--- src/rtl/accum_chan.sv ---
// rtl/accum_chan.sv - multi-channel accumulator with registered, backpressured result
module accum_chan #(
  parameter int WIDTH    = 32,
  parameter int CHANNELS = 4,
  parameter int SATURATE = 0,
  localparam int CW      = $clog2(CHANNELS)
) (
  input  logic                clock,
  input  logic                reset,
  input  logic                in_valid,
  output logic                in_ready,
  input  logic [CW-1:0]       in_chan,
  input  logic [1:0]          in_op,
  input  logic [WIDTH-1:0]    a,
  input  logic                ci,
  output logic                out_valid,
  input  logic                out_ready,
  output logic [CW-1:0]       out_chan,
  output logic [WIDTH-1:0]    result,
  output logic                co,
  output logic [CHANNELS-1:0] ovf_sticky
);

  localparam logic [1:0] OP_LOAD  = 2'b00;
  localparam logic [1:0] OP_ADD   = 2'b01;
  localparam logic [1:0] OP_SUB   = 2'b10;
  localparam logic [1:0] OP_CLEAR = 2'b11;

  logic [WIDTH-1:0] acc [CHANNELS];
  logic             accept;
  logic [WIDTH-1:0] cur;
  logic [WIDTH:0]   add_w;
  logic [WIDTH:0]   sub_w;
  logic [WIDTH-1:0] nxt_val;
  logic             nxt_co;

  // A new op may enter whenever the result register is empty or being drained this cycle.
  assign in_ready = !out_valid || out_ready;
  assign accept   = in_valid && in_ready;

  // The accumulator file is the only copy of channel state, so back-to-back ops
  // on one channel naturally read the value written by the previous op.
  assign cur   = acc[in_chan];
  assign add_w = {1'b0, cur} + {1'b0, a} + {{WIDTH{1'b0}}, ci};
  assign sub_w = {1'b0, cur} - {1'b0, a} - {{WIDTH{1'b0}}, ci};

  // Pick the write-back value and carry/borrow for the requested op, clamping when saturating.
  always_comb begin
    nxt_val = '0;
    nxt_co  = 1'b0;
    case (in_op)
      OP_LOAD: nxt_val = a;
      OP_ADD: begin
        nxt_co = add_w[WIDTH];
        if (SATURATE != 0 && add_w[WIDTH]) nxt_val = '1;
        else                               nxt_val = add_w[WIDTH-1:0];
      end
      OP_SUB: begin
        nxt_co = sub_w[WIDTH];
        if (SATURATE != 0 && sub_w[WIDTH]) nxt_val = '0;
        else                               nxt_val = sub_w[WIDTH-1:0];
      end
      default: nxt_val = '0;
    endcase
  end

  // Update the addressed accumulator and its sticky overflow flag on accept.
  always_ff @(posedge clock or posedge reset) begin
    if (reset) begin
      for (int i = 0; i < CHANNELS; i++) acc[i] <= '0;
      ovf_sticky <= '0;
    end else if (accept) begin
      acc[in_chan] <= nxt_val;
      if (in_op == OP_CLEAR) ovf_sticky[in_chan] <= 1'b0;
      else if (nxt_co)       ovf_sticky[in_chan] <= 1'b1;
    end
  end

  // Single-entry result register: load on accept, empty when drained without a refill.
  always_ff @(posedge clock or posedge reset) begin
    if (reset) begin
      out_valid <= 1'b0;
      out_chan  <= '0;
      result    <= '0;
      co        <= 1'b0;
    end else if (accept) begin
      out_valid <= 1'b1;
      out_chan  <= in_chan;
      result    <= nxt_val;
      co        <= nxt_co;
    end else if (out_ready) begin
      out_valid <= 1'b0;
    end
  end

endmodule

--- config.mk ---
export PLATFORM = sky130hd
export DESIGN_NAME = accum_chan
export DESIGN_NICKNAME = d
export VERILOG_FILES = /design/src/rtl/accum_chan.sv
export SDC_FILE = /design/constraint.sdc
export NUM_CORES = 1
export LEC_CHECK = 0
export CAP_MARGIN = 20
export CORE_MARGIN = 2
export CORE_UTILIZATION = 60
export DETAILED_ROUTE_END_ITERATION = 12
export PLACE_DENSITY = 0.89
export SETUP_SLACK_MARGIN = 0.1
export SLEW_MARGIN = 20
export SYNTH_ARGS = -nofsm -noshare
export SYNTH_HDL_FRONTEND = slang
export SYNTH_SLANG_ARGS = --single-unit
--- constraint.sdc ---
create_clock -name clock -period 18.2 [get_ports clock]
set_clock_uncertainty 0.15 [all_clocks]
set_input_delay 3.64 -clock clock [delete_from_list [all_inputs] [get_ports clock]]
set_output_delay 3.64 -clock clock [all_outputs]
set_load 0.01 [all_outputs]
## Word level (Yosys, flattened, before mapping)

Cells that the tools add are included.

| storage, ports and cells | value |
|---|---|
| bits in latches | 0 |
| logic and storage cells | 47 |
| memories | 0 |
| RAM bits | 0 |
| memory bits (read-only) | 0 |
| register bits after elaboration | 168 |

| cells by class | value |
|---|---|
| shifts and indexed selects | 0 |
| reductions and logical operators | 9 |
| muxes and demuxes | 14 |
| multiply operators | 0 |
| order comparisons | 4 |
| $add $sub $neg | 4 |
| divide/modulo/power cells | 0 |
| bitwise operators | 4 |
| equal/unequal tests | 3 |

Operator list:

| operator | number |
|---|---|
| bitwise mux 128 bit | 1 |
| 2-to-1 mux 32 bit | 3 |
| one-hot mux 32 bit (3 select lines) | 1 |
| binary-select mux 32 bit (select 2 bit) | 1 |
| demux 32 bit (select 2 bit) | 1 |
| adder 32 x 32 -> 33 bit | 1 |
| adder 33 x 1 -> 33 bit | 1 |
| subtractor 32 x 32 -> 33 bit | 1 |
| subtractor 33 x 1 -> 33 bit | 1 |
| 2-to-1 mux 4 bit | 2 |
| bitwise AND 4 bit | 1 |
| equality test 2 bit (second input constant) | 2 |
| inverter 4 bit | 1 |
| OR 4 bit | 1 |
| nonzero test 2 bit | 2 |
| >= comparator 3 bit (second input constant) | 1 |
| logical AND 1 bit | 3 |
| < comparator 2 x 3 -> 1 bit (second input constant) | 1 |
| < comparator 3 x 1 -> 1 bit (second input constant) | 1 |
| 2-to-1 mux 1 bit | 3 |
| inverter 2 -> 3 bit | 1 |
| demux 1 bit (select 2 bit) | 1 |
| equality test 2 x 1 -> 1 bit (second input constant) | 1 |
| >= comparator 2 x 1 -> 1 bit (second input constant) | 1 |
| other kinds (5) | 5 |

## Logic depth before layout (Yosys ltp)

Gate-level depths: netlist of the first run.

| logic depth | value |
|---|---|
| word-level depth | 9 |
| depth in mapped cells | 18 |
| gate-level depth less buffers | 14 |

## Least setup slack after synthesis of the first run

Ideal clock, no wire load.

| timing | value |
|---|---|
| kind | input to register |
| start | input port in_chan[0] |
| end | register acc[124] in the netlist's numbering |
| library setup time | 0.144 ns |
| required time | 17.906 ns |
| data arrival time | 7.872 ns |
| slack | 10.034 ns |
| cell stages on the path | 16 |
| path through | buf_1 > buf_1 > mux4_2 > inv_1 > ha_1 > clkbuf_1 > inv_1 > ha_1 > nand4_1 > or2_1 > or4b_1 > o21ai_1 > a311oi_1 > xnor2_1 > a222oi_1 > o21ai_1 |

| on the way | value |
|---|---|
| word-level cells in the longest chain between the ends | 8 |
| elaborated cells on any way between the ends | 15 |

Ends and longest elaborated chain:

| element | line | text |
|---|---|---|
| from (decl) | 12 | `input logic [CW-1:0] in_chan,` |
| inverter 2 -> 3 bit (not written as such) * | 43, 73 |  |
| binary-select mux 32 bit (select 2 bit) | 43 | `assign cur = acc[in_chan];` |
| 2-to-1 mux 32 bit (not written as such) (2 in a row) | 43 |  |
| subtractor 32 x 32 -> 33 bit / adder 32 x 32 -> 33 bit (equally long branches) | 45, 44 |  |
| subtractor 33 x 1 -> 33 bit / adder 33 x 1 -> 33 bit (equally long branches) | 45, 44 |  |
| one-hot mux 32 bit (3 select lines) | 51 | `case (in_op)` |
| bitwise mux 128 bit * | 73 | `acc[in_chan] <= nxt_val;` |
| to (signal, indexed assignment) | 73 |  |
| to (decl) | 29 | `logic [WIDTH-1:0] acc [CHANNELS];` |

Mark *: on every way between the ends. The rest lies on a longest branch, timed or not. The select of a mux whose other input is x is not followed.
A chain may end at the register's enable or synchronous reset.

## Worst setup path after layout of the first run

| timing | value |
|---|---|
| start | input port out_ready |
| end | output port in_ready |

| on the way | value |
|---|---|
| word-level cells in the longest chain between the ends | 1 |

Ends and longest elaborated chain:

| element | line | text |
|---|---|---|
| from (decl) | 17 | `input logic out_ready,` |
| logical OR 1 bit | 38 | `assign in_ready = !out_valid \|\| out_ready;` |
| to (decl) | 11 | `output logic in_ready,` |

No other way between the ends.

==> results of run 1 <==
state kept, by name, indices dropped and copies added (netlist names), named ones only:
| name | cells |
|---|---|
| result | 32 |
| co | 1 |
| out_chan | 2 |
| acc | 128 |
| out_valid | 1 |
critical path, stage by stage:
cell	delay (ns)
clkdlybuf4s50_1	0.45
nand2b_1	0.15
clkdlybuf4s50_1	0.55
worst paths after layout:
check	startpoint	endpoint
setup reg to reg	acc[104]	acc[119]
hold / removal	result[12]	result[12]
max in group asynchronous	reset	acc[110]
hold reg to reg	result[12]	result[12]
setup / recovery	out_ready	in_ready
min in group asynchronous	reset	async pin
synthesized netlist by cell type (all sizes together) (9+ instances only):
library cell  instances  area [sq um]
o21a                 11         82.58
a31oi                10         68.81
a21o                 11         82.58
nand2               245         919.6
nor2b                11         83.83
ha                   96          1201
a22oi                 9         67.56
o31ai                26         209.0
clkbuf               48         180.2
o21ai                94         470.5
buf                  10         55.05
mux2                 36         405.4
a211oi               10         85.08
o211ai               11         82.58
nor3                 17         90.09
dfrtp               168          4204
nand3                14         70.07
a222oi               17         170.2
mux4                 31         698.2
nor2                 66         250.2
a22o                 22         192.7
a21oi                67         335.3
nand2b               14         87.58
xnor2                37         324.1
inv                 122         457.9
area by class of cell:
| class | count | area, sq um | share of cell area, % |
|---|---|---|---|
| Clock buffer | 19 | 442.9 | 3.279 |
| Clock inverter | 13 | 167.7 | 1.241 |
| Inverter | 122 | 465.4 | 3.446 |
| Multi-Input combinational cell | 966 | 6997 | 51.80 |
| Sequential cell | 168 | 4204 | 31.13 |
| Tap cell | 265 | 331.6 | 2.455 |
| Timing Repair Buffer | 94 | 898.4 | 6.651 |
per-stage QoR:
step                total power, uW  area (sq um)  util [%]
CTS                            2274         13500     69.39
detailed placement             1872         12890     66.25
finish                         2319         13510     69.40
global placement               1829         12890     66.25
global route                   2455         13510     69.40
floorplan                      1502         11890         -
per-layer routing:
metal / part of all wire (%) / track usage, % / up-vias
li1: - / - / 4778
met1: 41 / 49.96 / 5243
met2: 45 / 52.58 / 722
met3: 11 / 7.075 / 106
met4: 3.4 / 12.62 / 0
met5: 0 / 0 / -
power groups by stage:
stage          clock [uW]  combinational, uW  sequential (uW)
2_1_floorplan           0                917              585
3_3_place_gp            0               1240              586
3_5_place_dp            0               1280              595
4_1_cts               373               1300              600
5_1_grt               389               1450              617
6_report              375               1340              605
cells by family (layout without fill, tap and decap cells):
kind of cell,after synthesis,after routing,share of synthesized area (%)
compound gates,343,343,20.16
simple gates,405,405,14.77
fa+ha+maj,100,100,10.78
buf+inv,180,248,5.830
xor+xnor,45,45,3.315
flops,168,168,35.36
mux,73,73,9.787
==> out/metrics.csv, run 1 <==
metric;value;unit
drt pass-1 iters;8;
Post-synth EDFFs;0;
fraction of registers with async set or reset after synthesis;100.0;%
GRT Resource Usage Total;34.77;%
maximum buffer depth of the clock tree;2;
chip height;144.8;um
worst relative slew slack;26.13;%
layout cell share with drive strength beyond 1;10.06;%
most common cell after layout, fill and taps aside;nand2_1;
ant diodes;0;
WHS;0.3269;ns
worst setup path category;in2out;
count of cells resized by post-cts repair;0;
Highest Clock Rate;116.4;MHz
Syn Nets;1455;
switching part of the total power;45.18;%
post-CTS setup repair buffer count;0;
count of mapped cells out of synthesis;1314;
Flop pwr share;26.1;%
Setup Total Neg Slack;0;ns
pre-CTS worst setup slack;9.599;ns
number of hold-repair buffers added at the cts stage;0;
grt ovf;0;
Clock Pin Slew Worst Setup and Hold Paths;0.07;ns
drt drc;0;
wire length of the first global-routing pass;55680;um
pwr dens;171.7;nW/um^2
relative contribution of combinational cells to total power;57.7;%
layout overhead on the synthesized area;13.61;%
Routed WL;35600;um
Avg Cell Area, Syn;9.048;sq um
maximum resistive drop on vdd;90.61;uV
type of the most critical hold path;reg2reg;
synthesis warning total;0;
critical path data arrival time;4.80;ns
final count of pins violating max slew;0;
die outline width;144.8;um
number of placed I/O pins;82;
total clock buffers created by CTS;17;
Worst Slack Setup Final;9.612;ns
leakage dissipation;0.006192;uW
H-tree depth;4;
run status;finished clean;
synthesized cell area;11890;sq um
internal portion of total power;1271;uW
CTS tree;done;
top_reg_cell synth;dfrtp_1;
Worst R2R Path Depth;14;
net count reported at finish;1510;
CP required;14.41;ns
fillcell total;1398;
Floorplan Core Area;19460;sq um
post-route minimum period;8.588;ns
setup violation total in the final timing report;0;
average wire length per cell after detail routing;21.61;um
worst hold path cell count;2;
top library cells by usage in the layout, fill and taps aside;245 x nand2_1, 168 x dfrtp_1, 115 x inv_1;
sequential fraction of the synthesis area;35.36;%
worst-path fanout max;4;
floorplan die area;20960;sq um
final worst path period share;47.19;%
Final Non-Filler Cells;1647;
switching power;1048;uW
clock latency reported for the late side of the worst-skew pair;0.43;ns
overall via count from detail_route;10850;
type of element launching the critical path;input port;
number of max-capacitance violations reported;0;
Worst setup EP type;output port;
count of input and output buffers;81;
clock root buffer;clkbuf_16;
starting density of the core;61.09;%
number of vias per cell;6.587;
number of standard-cell rows in the floorplan;51;
flip-flop and latch count after synthesis;168;
worst reg-to-reg setup slack;13.48;ns
vias in the first global route;10320;
Sink Count;168;
Tightest Pin Transition;1.108;ns
Final GP Congestion;1.012;
Clock Power Share;16.2;%
initial antenna violation count;0;
final HPWL from detailed placement;24530;um
drt first-iter violations;1650;
setup repair after global routing missed its margin;no;
count of distinct cell types in the synthesized netlist;76;
maximum number of pins on one net before global-route repair;120;
remaining antenna violation count after routing;0;
total instance count after detailed placement;1615;
endpoints failing hold;0;
No activity file was read; power rests on OpenSTA's default activity.
==> run 2: changes to the inputs <==
--- a/config.mk
+++ b/config.mk
@@ -7,9 +7,9 @@
 export LEC_CHECK = 0
 export CAP_MARGIN = 20
 export CORE_MARGIN = 2
-export CORE_UTILIZATION = 60
+export CORE_UTILIZATION = 55
 export DETAILED_ROUTE_END_ITERATION = 12
-export PLACE_DENSITY = 0.89
+export PLACE_DENSITY = 0.86
 export SETUP_SLACK_MARGIN = 0.1
 export SLEW_MARGIN = 20
 export SYNTH_ARGS = -nofsm -noshare
==> constraint.sdc (replaced) <==
create_clock -name clock -period 7.4 [get_ports clock]
set_clock_uncertainty 0.15 [all_clocks]
set_input_delay 1.48 -clock clock [delete_from_list [all_inputs] [get_ports clock]]
set_output_delay 1.48 -clock clock [all_outputs]
set_load 0.01 [all_outputs]
==> run 2 against run 1 <==
Effect of this change:
- die area is 8.8% higher
- setup slack lost 8.3 ns
- design area increased by 0.25%
- sequential share of layout area down 0.078 points
- clock power rose by 140%
- final cell count is 0.79% higher
- total power up 140%
- register-to-register slack worse by 11 ns
- critical endpoint is now acc[50]
==> out/metrics.csv, run 2 (same netlist as run 1, synthesis figures left out) <==
metric;value;unit;change
GRT Resource Usage Total;31.89;%;-2.9 points
placed inst area;12940;sq um;+0.38%
worst hold path cell count;2;;unchanged
Routed WL;35450;um;-0.40%
WHS;0.3273;ns;+0.0004000 ns
type of the most critical hold path;reg2reg;;
post-CTS setup repair buffer count;0;;unchanged
number of standard-cell rows in the floorplan;53;;+3.9%
final worst path period share;82.64;%;
H-tree depth;4;;unchanged
average wire length per cell after detail routing;21.36;um;-1.2%
die outline width;151.0;um;+4.3%
number of placed I/O pins;82;;unchanged
leakage dissipation;0.006206;uW;+0.23%
Tightest Pin Transition;1.232;ns;+0.1242 ns
hold_sp;acc[99];;
maximum number of pins on one net before global-route repair;97;;-19%
Clock Pin Slew Worst Setup and Hold Paths;0.06;ns;about the same
worst relative slew slack;17.85;%;-8.3 points
setup violation total in the final timing report;0;;unchanged
layout cell share with drive strength beyond 1;10.11;%;+0.050 points
remaining antenna violation count after routing;0;;unchanged
pwr dens;419.1;nW/um^2;+140%
overall via count from detail_route;10650;;-1.8%
critical path data arrival time;6.18;ns;+1.38 ns
setup repair after global routing missed its margin;no;;
maximum resistive drop on vdd;212.5;uV;+130%
most common cell after layout, fill and taps aside;nand2_1;;
post-route minimum period;6.115;ns;
run status;finished clean;;
Highest Clock Rate;163.5;MHz;
clock latency reported for the late side of the worst-skew pair;0.43;ns;about the same
most flop-heavy register;acc;;
Setup Total Neg Slack;0;ns;unchanged
wire length of the first global-routing pass;56050;um;+0.66%
Final Non-Filler Cells;1660;;+0.79%
top library cells by usage in the layout, fill and taps aside;245 x nand2_1, 168 x dfrtp_1, 115 x inv_1;;
Final Instance Area;13540;sq um;+0.25%
layout overhead on the synthesized area;13.89;%;
net count reported at finish;1514;;+0.26%
Worst R2R Path Depth;12;;-2
grt ovf;0;;unchanged
count of input and output buffers;81;;unchanged
type of element launching the critical path;input port;;
leading registers by flop count;acc: 128 flops, result: 32 flops, out_chan: 2 flops;;
worst-path fanout max;32;;+28
total power draw;5674;uW;+140%
starting density of the core;56.38;%;-4.7 points
drt first-iter violations;1347;;-18%
chip height;151.0;um;+4.3%
floorplan die area;22810;sq um;+8.8%
vias in the first global route;10420;;+0.95%
clock root buffer;clkbuf_16;;
final count of pins violating max slew;0;;unchanged
CTS tree;done;;
ant diodes;0;;unchanged
number of flip-flops under the largest register name;128;;unchanged
maximum buffer depth of the clock tree;2;;unchanged
number of vias per cell;6.417;;-2.6%
Worst setup EP type;flop;;
worst setup path category;in2reg;;
Floorplan Core Area;21090;sq um;+8.4%
number of max-capacitance violations reported;0;;unchanged
drt pass-1 iters;6;;-2
endpoints failing hold;0;;unchanged
initial antenna violation count;0;;unchanged
start point of the critical path;in_chan[1];;
drt drc;0;;unchanged
total clock buffers created by CTS;17;;unchanged
final HPWL from detailed placement;25470;um;+3.8%
count of cells resized by post-cts repair;0;;unchanged
beginning of the worst register-to-register path;acc[0];;
number of hold-repair buffers added at the cts stage;0;;unchanged
Sink Count;168;;unchanged
total instance count after detailed placement;1629;;+0.87%
CP required;7.47;ns;-6.94 ns
Final GP Congestion;0.9625;;-4.9%
run 2: changes by cell type in the layout (fill, tap and decap cells not counted):
cell	change
nor3_4	+1
clkinv_4	-3
inv_8	-1
inv_6	-2
clkbuf_1	+2
buf_4	+4
nor3_2	-1
clkinv_2	+1
clkbuf_8	+2
run 2: per-stage QoR:
step                utilization (%)  setup WS (ns)
global route                  64.21          1.152
floorplan                         -          1.223
global placement              61.37          1.181
finish                        64.21          1.285
detailed placement            61.37          1.054
CTS                           64.21          1.483
run 2: area by class of cell:
cell class,instances,area (sq um)
sequential,168,4204
timing repair buffer,98,928.4
clock inverter,8,120.1
fill,1658,7547
clock buffer,23,478.0
tap,275,344.1
multi-input combinational,966,7003
inverter,122,462.9
run 2: power by group:
part | total, uW | internal (uW) | switching [uW]
clock network | 908 | 554 | 354
logic | 3280 | 1330 | 1960
registers | 1480 | 1260 | 218
run 2: final timing paths:
check,end,slack (ns)
max,acc[50],1.28
min,acc[99],0.33
max reg2reg,acc[50],2.51
min reg2reg,acc[99],0.33
max in group asynchronous,acc[15],4.19
min in group asynchronous,result[23],1.46
run 2: layer usage:
metal  vias up  part of all wire (%)  global-route usage [%]
met5         -                     0                       0
met4         0                   2.7                   10.42
met3       101                   9.6                   6.476
met2       626                    45                   49.57
met1      5150                    43                   45.06
li1       4776                     -                       -
run 2: critical path: stages:
cell and delay, ns:
buf_2 0.61, mux4_2 0.46, fa_1 0.44, fa_1 0.43
nor2b_4 0.16, o2111ai_2 0.22, o2111ai_2 0.23, a311oi_4 0.47
o211ai_1 0.21, nand2_1 0.12, xnor2_1 0.06, a222oi_1 0.94
o21ai_0 0.35
==> run 3: changes to the inputs <==
==> constraint.sdc (replaced) <==
create_clock -name clock -period 5.5 [get_ports clock]
set_clock_uncertainty 0.15 [all_clocks]
set_input_delay 1.1 -clock clock [delete_from_list [all_inputs] [get_ports clock]]
set_output_delay 1.1 -clock clock [all_outputs]
set_load 0.01 [all_outputs]
==> run 3 against run 2 <==
Effect of this change:
- die area did not move
- clock power grew 31%
- combinational power rose by 40%
- clock-buffer cell count is 2 lower
- largest power group unchanged
- highest routed layer unchanged
==> out/metrics.csv, run 3 (same netlist as run 1, synthesis figures left out) <==
metric;value;unit;change
number of max-capacitance violations reported;0;;unchanged
total clock buffers created by CTS;17;;unchanged
beginning of the worst register-to-register path;acc[0];;
setup violation total in the final timing report;0;;unchanged
chip height;151.0;um;unchanged
Setup Total Neg Slack;0;ns;unchanged
layout overhead on the synthesized area;15.68;%;
number of placed I/O pins;82;;unchanged
Clock Power Share;15.3;%;-0.7 points
drt pass-1 iters;8;;+2
count of input and output buffers;81;;unchanged
Worst Slack Setup Final;0.2450;ns;-1.040 ns
final HPWL from detailed placement;25700;um;+0.92%
worst setup path category;in2reg;;
Final Instance Area;13750;sq um;+1.6%
total instance count after detailed placement;1653;;+1.5%
pwr dens;564.7;nW/um^2;+35%
maximum number of pins on one net before global-route repair;169;;+74%
vias in the first global route;10650;;+2.2%
largest stage delay on the critical path;0.80;ns;-0.14 ns
switching part of the total power;44.87;%;+0.32 points
post-CTS setup repair buffer count;0;;unchanged
grt ovf;0;;unchanged
post-route minimum period;5.255;ns;
leading registers by flop count;acc: 128 flops, result: 32 flops, out_chan: 2 flops;;
H-tree depth;4;;unchanged
leakage dissipation;0.006320;uW;+1.8%
remaining antenna violation count after routing;0;;unchanged
Tightest Pin Transition;1.008;ns;-0.2239 ns
number of vias per cell;6.534;;+1.8%
top library cells by usage in the layout, fill and taps aside;245 x nand2_1, 168 x dfrtp_1, 115 x inv_1;;
final worst path period share;95.55;%;
final count of pins violating max slew;0;;unchanged
Routed WL;36300;um;+2.4%
critical path data arrival time;5.46;ns;-0.72 ns
fillcell total;1576;;-4.9%
endpoints failing hold;0;;unchanged
overall via count from detail_route;11010;;+3.3%
Highest Clock Rate;190.3;MHz;
worst relative slew slack;32.06;%;+14 points
Flop pwr share;25.7;%;-0.4 points
average wire length per cell after detail routing;21.54;um;+0.88%
pre-CTS worst setup slack;-0.09023;ns;-1.144 ns
die outline width;151.0;um;unchanged
Clock Pin Slew Worst Setup and Hold Paths;0.06;ns;about the same
wire length of the first global-routing pass;57180;um;+2.0%
initial antenna violation count;0;;unchanged
most common cell after layout, fill and taps aside;nand2_1;;
cells traversed along the worst timing path;buf_2, buf_12, mux2i_1, nand2_1, o21ai_0, inv_1, ha_1, a21oi_1, nor4_1, o311a_1, o21ai_1, and2_1, o21ai_0, xnor2_1, o21ai_0, a22o_1;;
layout cell share with drive strength beyond 1;11.84;%;+1.7 points
destination of the critical timing path;acc[113];;
relative contribution of combinational cells to total power;59.0;%;+1.1 points
critical path's slowest cell;o21ai_0;;
clock root buffer;clkbuf_16;;
run status;finished clean;;
ant diodes;0;;unchanged
number of standard-cell rows in the floorplan;53;;unchanged
Final Non-Filler Cells;1685;;+1.5%
start point of the critical path;in_chan[0];;
placed inst area;13170;sq um;+1.7%
WHS;0.3336;ns;+0.006262 ns
floorplan die area;22810;sq um;unchanged
Final GP Congestion;1.022;;+6.1%
worst reg-to-reg setup slack;0.97;ns;-1.54 ns
drt drc;0;;unchanged
type of the most critical hold path;reg2reg;;
net count reported at finish;1538;;+1.6%
Floorplan Core Area;21090;sq um;unchanged
maximum buffer depth of the clock tree;2;;unchanged
most common cell type on the critical path;o21ai_0;;
GRT Resource Usage Total;32.37;%;+0.48 points
clock latency reported for the late side of the worst-skew pair;0.43;ns;about the same
CTS tree;done;;
Sink Count;168;;unchanged
Worst R2R Path Depth;11;;-1
worst-path fanout max;21;;-34%
Worst setup EP type;flop;;
internal portion of total power;4282;uW;+36%
number of flip-flops under the largest register name;128;;unchanged
type of element launching the critical path;input port;;
CP required;5.71;ns;-1.76 ns
setup repair after global routing missed its margin;no;;
most flop-heavy register;acc;;
maximum resistive drop on vdd;254.7;uV;+20%
starting density of the core;56.38;%;unchanged
Worst R2R End;acc[26];;
drt first-iter violations;1756;;+30%
switching power;3484;uW;+38%
run 3: cell types whose count changed in the layout (fill, tap and decap cells not counted), sizes merged:
| cell | before | now |
|---|---|---|
| buf | 19 | 43 |
| bufinv | 3 | 2 |
| clkbuf | 23 | 21 |
| clkinv | 3 | 4 |
| clkinvlp | 2 | 5 |
run 3: stage by stage:
step	total power [uW]	util, %
floorplan	4972	-
global placement	6189	62.43
detailed placement	6335	62.43
CTS	7602	65.20
global route	8202	65.22
finish	7766	65.22
run 3: layout make-up:
type / count / area, sq um / share of cell area [%]
multi-input combinational: 966 / 7002 / 50.91
sequential: 168 / 4204 / 30.57
timing repair buffer: 122 / 1159 / 8.424
inverter: 122 / 461.7 / 3.357
clock buffer: 21 / 460.4 / 3.348
tap: 275 / 344.1 / 2.502
clock inverter: 11 / 122.6 / 0.8916
run 3: repair_timing:
action                     4_1_cts  5_1_grt
setup endpoints to repair        0        5
resized for setup                0        1
hold buffers                     0        0
run 3: critical path: cells and delay by family:
| kind | cells | cell delay (ns) |
|---|---|---|
| XOR/XNOR | 1 | 0.11 |
| buffers and inverters | 3 | 0.56 |
| multiplexers | 1 | 0.41 |
| adder cells (fa/ha/maj) | 1 | 0.30 |
| AO/OA/AOI/OAI | 7 | 2.21 |
| AND/OR/NAND/NOR | 3 | 0.76 |
run 3: worst min-delay path by stage:
stage / end / from / slack [ns] / cells past startpoint
after CTS: acc[44] / acc[44] / 0.33 / 2
after global placement: acc[34] / acc[34] / 0.30 / 2
final: result[3] / result[3] / 0.33 / 2
after detailed placement: acc[42] / acc[42] / 0.31 / 2
after global routing: acc[106] / acc[106] / 0.34 / 2
after floorplan: acc[36] / acc[36] / 0.29 / 2
run 3: layer usage:
metal	routed length, um	track usage [%]	vias to the layer above	part of all wire, %
met3	3967	7.169	142	11
met4	1375	11.87	0	3.8
met2	15980	49.36	781	44
met5	0	0	-	0
li1	-	-	4820	-
met1	14980	45.59	5266	41
run 3: power groups by stage:
stage	Clock [uW]	Combinational [uW]	Sequential [uW]
detailed placement	0	4360	1980
floorplan	0	3030	1940
CTS	1190	4430	1980
global placement	0	4240	1950
global route	1240	4930	2040
finish	1190	4580	2000
